===== src/rtl/gpio_ctrl_pkg.sv =====
// gpio_ctrl_pkg: register map and bus width shared by the GPIO controller
package gpio_ctrl_pkg;
  localparam int GPIO_DW = 32;
  localparam logic [2:0] GPIO_ADDR_OUT     = 3'd0;
  localparam logic [2:0] GPIO_ADDR_DIR     = 3'd1;
  localparam logic [2:0] GPIO_ADDR_IN      = 3'd2;
  localparam logic [2:0] GPIO_ADDR_RISE_EN = 3'd3;
  localparam logic [2:0] GPIO_ADDR_FALL_EN = 3'd4;
  localparam logic [2:0] GPIO_ADDR_STATUS  = 3'd5;
  localparam logic [2:0] GPIO_ADDR_SET     = 3'd6;
  localparam logic [2:0] GPIO_ADDR_CLR     = 3'd7;
endpackage


===== src/rtl/gpio_sync_edge.sv =====
// gpio_sync_edge: one-pin synchroniser chain plus prev flop giving rise/fall pulses
module gpio_sync_edge #(
  parameter int SYNC_STAGES = 2
) (
  input  logic clk,
  input  logic resetn,
  input  logic d,
  output logic sync,
  output logic rise,
  output logic fall
);
  logic [SYNC_STAGES-1:0] chain;
  logic prev;
  always_ff @(posedge clk) begin
    if (!resetn) begin
      chain <= '0;
      prev  <= 1'b0;
    end else begin
      chain <= {chain[SYNC_STAGES-2:0], d};
      prev  <= chain[SYNC_STAGES-1];
    end
  end
  assign sync = chain[SYNC_STAGES-1];
  assign rise = sync & ~prev;
  assign fall = ~sync & prev;
endmodule


===== src/rtl/gpio_ctrl.sv =====
// gpio_ctrl: bidirectional GPIO with synchronised inputs and W1C edge interrupts.
// Define GPIO_CTRL_SET_CLR_EN to enable atomic SET/CLR writes to OUT.
module gpio_ctrl
  import gpio_ctrl_pkg::*;
#(
  parameter int WIDTH       = 32,
  parameter int SYNC_STAGES = 2
) (
  input  logic               clk,
  input  logic               resetn,
  input  logic               wr_en,
  input  logic               rd_en,
  input  logic [2:0]         addr,
  input  logic [GPIO_DW-1:0] wr_data,
  output logic [GPIO_DW-1:0] rd_data,
  input  logic [WIDTH-1:0]   gpio_in,
  output logic [WIDTH-1:0]   gpio_out,
  output logic [WIDTH-1:0]   gpio_oe,
  output logic               irq
);
  logic [WIDTH-1:0] out_r, dir_r, rise_en, fall_en, status;
  logic [WIDTH-1:0] sync_v, rise_v, fall_v, wd, clr;
  logic [GPIO_DW-1:0] rd_mux;
  for (genvar i = 0; i < WIDTH; i++) begin : g_pin
    gpio_sync_edge #(.SYNC_STAGES(SYNC_STAGES)) u_se (
      .clk(clk), .resetn(resetn), .d(gpio_in[i]),
      .sync(sync_v[i]), .rise(rise_v[i]), .fall(fall_v[i])
    );
  end
  assign wd  = wr_data[WIDTH-1:0];
  assign clr = (wr_en && addr == GPIO_ADDR_STATUS) ? wd : '0;
  always_comb begin
    rd_mux = addr == GPIO_ADDR_OUT     ? GPIO_DW'(out_r)   :
             addr == GPIO_ADDR_DIR     ? GPIO_DW'(dir_r)   :
             addr == GPIO_ADDR_IN      ? GPIO_DW'(sync_v)  :
             addr == GPIO_ADDR_RISE_EN ? GPIO_DW'(rise_en) :
             addr == GPIO_ADDR_FALL_EN ? GPIO_DW'(fall_en) :
             addr == GPIO_ADDR_STATUS  ? GPIO_DW'(status)  : '0;
  end
  always_ff @(posedge clk) begin
    if (!resetn) begin
      out_r   <= '0;
      dir_r   <= '0;
      rise_en <= '0;
      fall_en <= '0;
      status  <= '0;
      rd_data <= '0;
    end else begin
      if (wr_en && addr == GPIO_ADDR_OUT) out_r <= wd;
`ifdef GPIO_CTRL_SET_CLR_EN
      if (wr_en && addr == GPIO_ADDR_SET) out_r <= out_r | wd;
      if (wr_en && addr == GPIO_ADDR_CLR) out_r <= out_r & ~wd;
`endif
      if (wr_en && addr == GPIO_ADDR_DIR) dir_r <= wd;
      if (wr_en && addr == GPIO_ADDR_RISE_EN) rise_en <= wd;
      if (wr_en && addr == GPIO_ADDR_FALL_EN) fall_en <= wd;
      // new edges OR in after the clear so a same-cycle set survives
      status  <= (status & ~clr) | (rise_v & rise_en) | (fall_v & fall_en);
      rd_data <= rd_en ? rd_mux : '0;
    end
  end
  assign gpio_out = out_r;
  assign gpio_oe  = dir_r;
  assign irq      = |status;
endmodule


===== config.mk =====
export PLATFORM = sky130hd
export DESIGN_NAME = gpio_ctrl
export DESIGN_NICKNAME = d
export VERILOG_FILES = /design/src/rtl/gpio_ctrl_pkg.sv /design/src/rtl/gpio_sync_edge.sv /design/src/rtl/gpio_ctrl.sv
export SDC_FILE = /design/constraint.sdc
export NUM_CORES = 1
export LEC_CHECK = 0
export ABC_AREA = 1
export BUFFER_PORTS_ARGS = -buffer_cell sky130_fd_sc_hd__buf_2
export CAP_MARGIN = 20
export CORE_ASPECT_RATIO = 1.2
export CORE_MARGIN = 4
export CORE_UTILIZATION = 56
export CTS_BUF_LIST = sky130_fd_sc_hd__clkbuf_16
export DETAILED_ROUTE_END_ITERATION = 10
export GPL_ROUTABILITY_DRIVEN = 1
export GPL_TIMING_DRIVEN = 0
export PLACE_DENSITY_LB_ADDON = 0.1
export SETUP_SLACK_MARGIN = 0.4
export SYNTH_ARGS = -nofsm -noshare
export SYNTH_HDL_FRONTEND = slang
export SYNTH_SLANG_ARGS = --single-unit

===== constraint.sdc =====
create_clock -name clk -period 1.2 [get_ports clk]
set_clock_uncertainty 0.05 [all_clocks]
set_input_delay 0.06 -clock clk [delete_from_list [all_inputs] [get_ports clk]]
set_output_delay 0.06 -clock clk [all_outputs]
set_load 0.03 [all_outputs]

==> results of run 1 <==
synth_stat cells, drive strengths merged:
master,n
nor4,8
nand2,242
clkbuf,56
and3,1
nor2,46
nor3,1
buf,31
nand3,68
nand4,17
dfxtp,288
a21oi,206
o21ai,260
inv,239
state kept, by name, indices dropped and copies added, names as in the netlist:
register / count
status: 32
rise_en: 32
g_pin.u_se.chain: 64
fall_en: 32
gpio_out: 32
g_pin.u_se.prev: 32
rd_data: 32
gpio_oe: 32
cell type report:
| class | instances | area, um^2 |
|---|---|---|
| tap | 256 | 320 |
| sequential | 288 | 6090 |
| inverter | 239 | 932 |
| multi-input combinational | 849 | 4890 |
| buffer | 87 | 723 |
| timing repair buffer | 305 | 2800 |
| fill | 898 | 2380 |
| clock buffer | 29 | 726 |
| clock inverter | 22 | 204 |
how the worst max path moves through the flow:
stage / to / cells after the start / slack, ns
3_3_place_gp: g_pin[20].u_se.chain[1]$_SDFF_PN0_ / 5 / -0.52
3_5_place_dp: g_pin[22].u_se.chain[1]$_SDFF_PN0_ / 5 / -0.56
5_1_grt: irq / 5 / -0.80
2_1_floorplan: irq / 4 / 0.22
6_report: irq / 5 / -0.79
4_1_cts: irq / 5 / -0.62
critical path, delay by kind of cell (launching register included):
kind / cells / cell delay [ns]
flops: 1 / 0.36
buf+inv: 1 / 0.15
simple gates: 4 / 0.81
power by group:
group          internal [mW]  leakage [nW]  switching [mW]  total, mW
Sequential              9.90          2.45           0.283       10.2
Combinational           1.01          4.64            1.61       2.62
Clock                   5.22         0.474            3.88       9.10
Total                   16.1          7.56            5.78       21.9
layer usage:
| metal | share of wire | routed length (um) | up-vias | GRT usage |
|---|---|---|---|---|
| met5 | 0 | 0 | - | 0 |
| met4 | 0.077 | 3560 | 0 | 0.189 |
| met3 | 0.12 | 5650 | 350 | 0.0801 |
| met2 | 0.46 | 21400 | 1144 | 0.611 |
| met1 | 0.34 | 15500 | 5752 | 0.432 |
| li1 | - | - | 5401 | - |
logic make-up after synthesis:
| kind of cell | after synthesis | share of synthesized area |
|---|---|---|
| buffers and inverters | 326 | 0.115 |
| and+or+nand+nor | 383 | 0.147 |
| AOI/OAI and AO/OA | 466 | 0.212 |
| DFF | 288 | 0.525 |
what timing repair did:
item | CTS | global route
pin swaps | 97 | 149
buffers inserted | 58 | 15
endpoints found under the hold margin | 193 | 5
setup endpoints to repair | 327 | 314
gates resized for setup | 529 | 390
gates cloned | 0 | 1
metrics by stage:
stage          hold WS (ns)  setup slack (ns)
2_1_floorplan         0.108             0.215
3_3_place_gp          0.189            -0.524
3_5_place_dp          0.195            -0.561
4_1_cts             -0.0323            -0.622
5_1_grt             -0.0672            -0.803
6_report            -0.0577            -0.785
==> key figures, run 1 <==
Setup path
  – CP peak stage delay: roughly 0.37 ns
  – Critical path data arrival time: ~1.9 ns
  – Slowest CP cell: nor4_4
  – Critical path class: reg2out
  – CP Cell Sequence: nor4_4, nand2_1, nor2_1, nand2_2, buf_6
  – Crit Reg-Reg Startpoint: gpio_oe[30]$_SDFFE_PN0P_
  – Worst R2R Setup Slack: roughly 0.070 ns
  – End of the worst register-to-register path: rd_data[30]$_SDFF_PN0_
  – Req. time, crit path: between 1 and 1.5 ns
  – Worst Reg-to-Reg Cells: 6
  – CP startpoint: status[28]$_SDFF_PN0_
  – Setup crit end kind: primary output
  – Crit path launch type: flop
  – CP max FO: 3

Placed design
  – Final GP Congestion: approximately 0.96
  – DP HPWL: 24400 um
  – Placed Instance Area: 12500 um^2
  – I/O Buffers: 165
  – Placed insts: between 1500 and 2000

STA
  – Slew @ Worst Pin: 0.852 ns
  – Unrepaired setup endpoints after global routing: true
  – Setup_tns: -0.785 ns
  – Final setup fails: 1
  – Peak Freq: roughly 0.5 GHz
  – Max-slew violations: 0
  – Final period util: 1.65
  – Slew HR: 0.432
  – Crit path time final: a little under 2 ns
  – Hold Fails Final Rpt: 7
  – Final hold slack: -0.0577 ns
  – Final worst-path setup slack: -0.785 ns

Cells and area
  – Antenna cell count: 0
  – Most frequent cells in the layout: inv_1 (202), nand2_1 (201), dfxtp_2 (172)
  – Non-filler cells, final: 2075
  – Fin util: 0.875
  – Commonest non-fill, non-tap cell in the layout: inv_1
  – Syn-to-layout area delta: 51.9%
  – Share of cells above drive strength 1: 0.456
  – Design area: between 15000 and 20000 um^2
  – Final nets: 1869

Logic synthesis
  – Register bit count reported by yosys: approximately 290
  – Post-synthesis sequential area ratio: 0.525
  – Post-Syn Area per Cell: roughly 7.5 um^2
  – Synthesized area: roughly 11000 um^2
  – Synthesis warning total: 0
  – Biggest area consumer among synthesized cells: dfxtp_1
  – Synthesized Nets: about 1500
  – Netlist cell types: 22
  – Post-synth top area share: 0.525
  – Gate Count Post-Synth: around 1500
  – Top post-synthesis cells by area: dfxtp_1 (53%), o21ai_0 (11%), a21oi_1 (9.4%)

Die
  – Core box area: roughly 19000 um^2
  – # IOs: approximately 170
  – Chip height: ~160 um
  – # rows: 55
  – Initial Util: 0.576
  – Die width: 136 um
  – Area of the die: about 22000 um^2

Global routing
  – First-pass GRT wire length: approximately 63000 um
  – All-Layer GR Usage: 0.363
  – Grt total ovfl: 0
  – Number of global-route vias before repair: around 12000
  – Largest net degree at the start of global routing: 15
  – Initial antenna violation count: 0

Run
  – Max Cap Violations: 0

Clock network
  – CTS max path bufs: 3
  – CTS Hold Buffers Added: 66
  – Reg clk slew, reported paths: ~0.06 ns
  – Sinks on Clock Net: between 200 and 300
  – Total CTS buffers: 28
  – Root Buffer: clkbuf_16
  – Htree depth: 1
  – Clock latency on the worst-skew pair: around 0.55 ns
  – CTS tree: built

Power and ir drop
  – Cell area power density: 1310 nW/um^2
  – Peak supply drop: ~1200 uV
  – Lkg Pwr: between 7 and 8 nW
  – Tot Pwr: 21.9 mW

Status
  – Failing checks: hold timing, setup timing
  – Status: complete, but fails checks

Detailed routing
  – Vias per cell: between 6 and 7
  – Drt pass-1 iters: 6
  – DRC Markers: 0
  – Mean routed wirelength per cell: 22.2 um
  – DRT Wirelength: around 46000 um
  – Vias: approximately 13000
  – ANT nets after route: 0
  – Initial drt markers: 1775

Worst hold path
  – Worst hold endpoint: rise_en[1]$_SDFFE_PN0P_
  – Hold Crit Depth: 4
  – Hold Crit Class: in2reg
  – Min-delay src: wr_en
(Power assumes the default switching activity.)
==> run 2: changes to the inputs <==
- CTS_CLUSTER_DIAMETER: not set -> 40
- SKIP_CTS_REPAIR_TIMING: not set -> 1
==> run 2 against run 1 <==
  * Core utilization down 3.8 points
  * Global-route usage down 4.5 points
  * The run ends with setup timing left
  * Routed wire length fell by 9.8%
  * Cell count is 1.3% lower
  * Worst hold slack improved by 0.080 ns
==> key figures, run 2 (synthesized netlist as in run 1, its figures left out) <==
Setup path
  – CP max FO: 3 (unchanged)
  – Worst R2R Setup Slack: 0.15 ns (was 0.07 ns)
  – Setup crit end kind: primary output (unchanged)
  – Critical Path End: irq (unchanged)
  – Critical path data arrival time: 1.72 ns (was 1.88 ns)
  – End of the worst register-to-register path: rd_data[1]$_SDFF_PN0_ (was rd_data[30]$_SDFF_PN0_)
  – Crit path launch type: flop (unchanged)
  – Req. time, crit path: 1.09 ns (about the same)
  – Critical path class: reg2out (unchanged)
  – Worst Reg-to-Reg Cells: 2 (was 6)
  – Slowest CP cell: dfxtp_2 (was nor4_4)
  – CP peak stage delay: 0.35 ns (was 0.37 ns)
  – CP startpoint: status[31]$_SDFF_PN0_ (was status[28]$_SDFF_PN0_)
  – Crit Reg-Reg Startpoint: gpio_out[1]$_SDFFE_PN0P_ (was gpio_oe[30]$_SDFFE_PN0P_)
  – CP Cell Sequence: nor4_4, nand2_1, nor2_1, nand2_2, buf_6 (unchanged)

Placed design
  – DP HPWL: 24400 um (unchanged)
  – I/O Buffers: 165 (unchanged)
  – Final GP Congestion: 0.958 (unchanged)

Cells and area
  – Antenna cell count: 0 (unchanged)
  – Max FFs per register: 64 (unchanged)
  – Final nets: 1836 (was 1869)
  – Largest Register: g_pin.u_se.chain (unchanged)
  – Commonest non-fill, non-tap cell in the layout: nand2_1 (was inv_1)
  – Syn-to-layout area delta: 45.4% (was 51.9%)
  – Share of cells above drive strength 1: 0.352 (was 0.456)
  – Most frequent cells in the layout: nand2_1 (229), inv_1 (223), a21oi_1 (185) (was inv_1 (202), nand2_1 (201), dfxtp_2 (172))

Clock network
  – Clock latency on the worst-skew pair: 0.50 ns (was 0.55 ns)
  – CTS max path bufs: 3 (unchanged)
  – CTS tree: built (unchanged)
  – Htree depth: 2 (was 1)
  – Sinks on Clock Net: 288 (unchanged)
  – Reg clk slew, reported paths: 0.06 ns (about the same)
  – Total CTS buffers: 34 (was 28)
  – Root Buffer: clkbuf_16 (unchanged)

Detailed routing
  – Drt pass-1 iters: 5 (was 6)
  – Vias per cell: 5.80 (was 6.09)
  – DRT Wirelength: 41600 um (was 46100 um)
  – Mean routed wirelength per cell: 20.3 um (was 22.2 um)
  – Initial drt markers: 1351 (was 1775)
  – DRC Markers: 0 (unchanged)
  – ANT nets after route: 0 (unchanged)
  – Vias: 11900 (was 12600)

Die
  – Area of the die: 21900 um^2 (unchanged)
  – Die width: 136 um (unchanged)
  – Initial Util: 0.576 (unchanged)
  – # rows: 55 (unchanged)
  – Chip height: 161 um (unchanged)
  – Core box area: 19100 um^2 (unchanged)
  – # IOs: 168 (unchanged)

Global routing
  – Initial antenna violation count: 1 (was 0)
  – Routing usage on met2: 0.535 (was 0.611)
  – Number of global-route vias before repair: 10400 (was 11900)
  – All-Layer GR Usage: 0.317 (was 0.363)
  – Largest net degree at the start of global routing: 15 (unchanged)
  – Met3 GRT Util: 0.0645 (was 0.0801)
  – Grt total ovfl: 0 (unchanged)
  – First-pass GRT wire length: 54400 um (was 62700 um)
  – Grt met1 use: 0.392 (was 0.432)
  – Grt peak-use layer: met2 (unchanged)

STA
  – Final setup fails: 1 (unchanged)
  – Peak Freq: 0.545 GHz (was 0.504 GHz)
  – Final worst-path setup slack: -0.633 ns (was -0.785 ns)
  – Unrepaired setup endpoints after global routing: true (unchanged)
  – Final period util: 1.53 (was 1.65)
  – Hold Fails Final Rpt: 0 (was 7)
  – Crit path time final: 1.83 ns (was 1.99 ns)
  – Slew HR: 0.495 (was 0.432)
  – Slew @ Worst Pin: 0.757 ns (was 0.852 ns)
  – Max-slew violations: 0 (unchanged)
  – Setup_tns: -0.633 ns (was -0.785 ns)

Power and ir drop
  – Lkg Pwr: 7.34 nW (was 7.56 nW)
  – Tot Pwr: 22.9 mW (was 21.9 mW)
  – Cell area power density: 1440 nW/um^2 (was 1310 nW/um^2)
  – Peak supply drop: 1030 uV (was 1240 uV)

Status
  – Failing checks: setup timing (was hold timing, setup timing)
  – Status: complete, but fails checks (unchanged)

Worst hold path
  – Hold Crit Class: in2reg (unchanged)

Run
  – Max Cap Violations: 0 (unchanged)
[run 2: critical path, delay by kind of cell (launching register included)]
| family | cells | cell delay, ns |
|---|---|---|
| buffers and inverters | 1 | 0.15 |
| flip-flops | 1 | 0.35 |
| AND/OR/NAND/NOR | 4 | 0.71 |
[run 2: per-layer routing]
metal,vias up,part of all wire
li1,5331,-
met1,5532,0.36
met2,815,0.48
met3,200,0.10
met4,2,0.055
met5,-,0.00055
[run 2: metrics by stage]
stage | instances | hold WS, ns | utilization | area [um^2] | setup WS, ns
after floorplan | 1463 | 0.108 | - | 11300 | 0.215
after global placement | 1884 | 0.189 | 0.654 | 12500 | -0.524
after detailed placement | 1884 | 0.195 | 0.654 | 12500 | -0.561
after CTS | 1946 | -0.325 | 0.714 | 13600 | -0.777
after global routing | 2047 | 0.0198 | 0.838 | 16000 | -0.658
final | 2047 | 0.0219 | 0.838 | 16000 | -0.633
[run 2: worst min-delay path by stage]
stage | from | endpoint | cells past startpoint
after floorplan | gpio_in[0] | g_pin[0].u_se.chain[0]$_SDFF_PN0_ | 2
after global placement | gpio_in[14] | g_pin[14].u_se.chain[0]$_SDFF_PN0_ | 3
after detailed placement | gpio_in[8] | g_pin[8].u_se.chain[0]$_SDFF_PN0_ | 3
after CTS | gpio_in[6] | g_pin[6].u_se.chain[0]$_SDFF_PN0_ | 3
after global routing | addr[2] | status[31]$_SDFF_PN0_ | 4
final | addr[2] | status[31]$_SDFF_PN0_ | 4
[run 2: layout make-up]
type	count	area [um^2]
Buffer	87	692
Multi-Input combinational cell	849	4450
Fill cell	1101	3100
Clock inverter	25	224
Timing Repair Buffer	266	2390
Inverter	239	925
Tap cell	256	320
Clock buffer	37	926
Sequential cell	288	6040
[run 2: power by group]
part,total [mW],internal (mW),switching [mW]
clock network,10.4,6.27,4.17
logic,2.34,0.897,1.44
registers,10.2,9.90,0.261
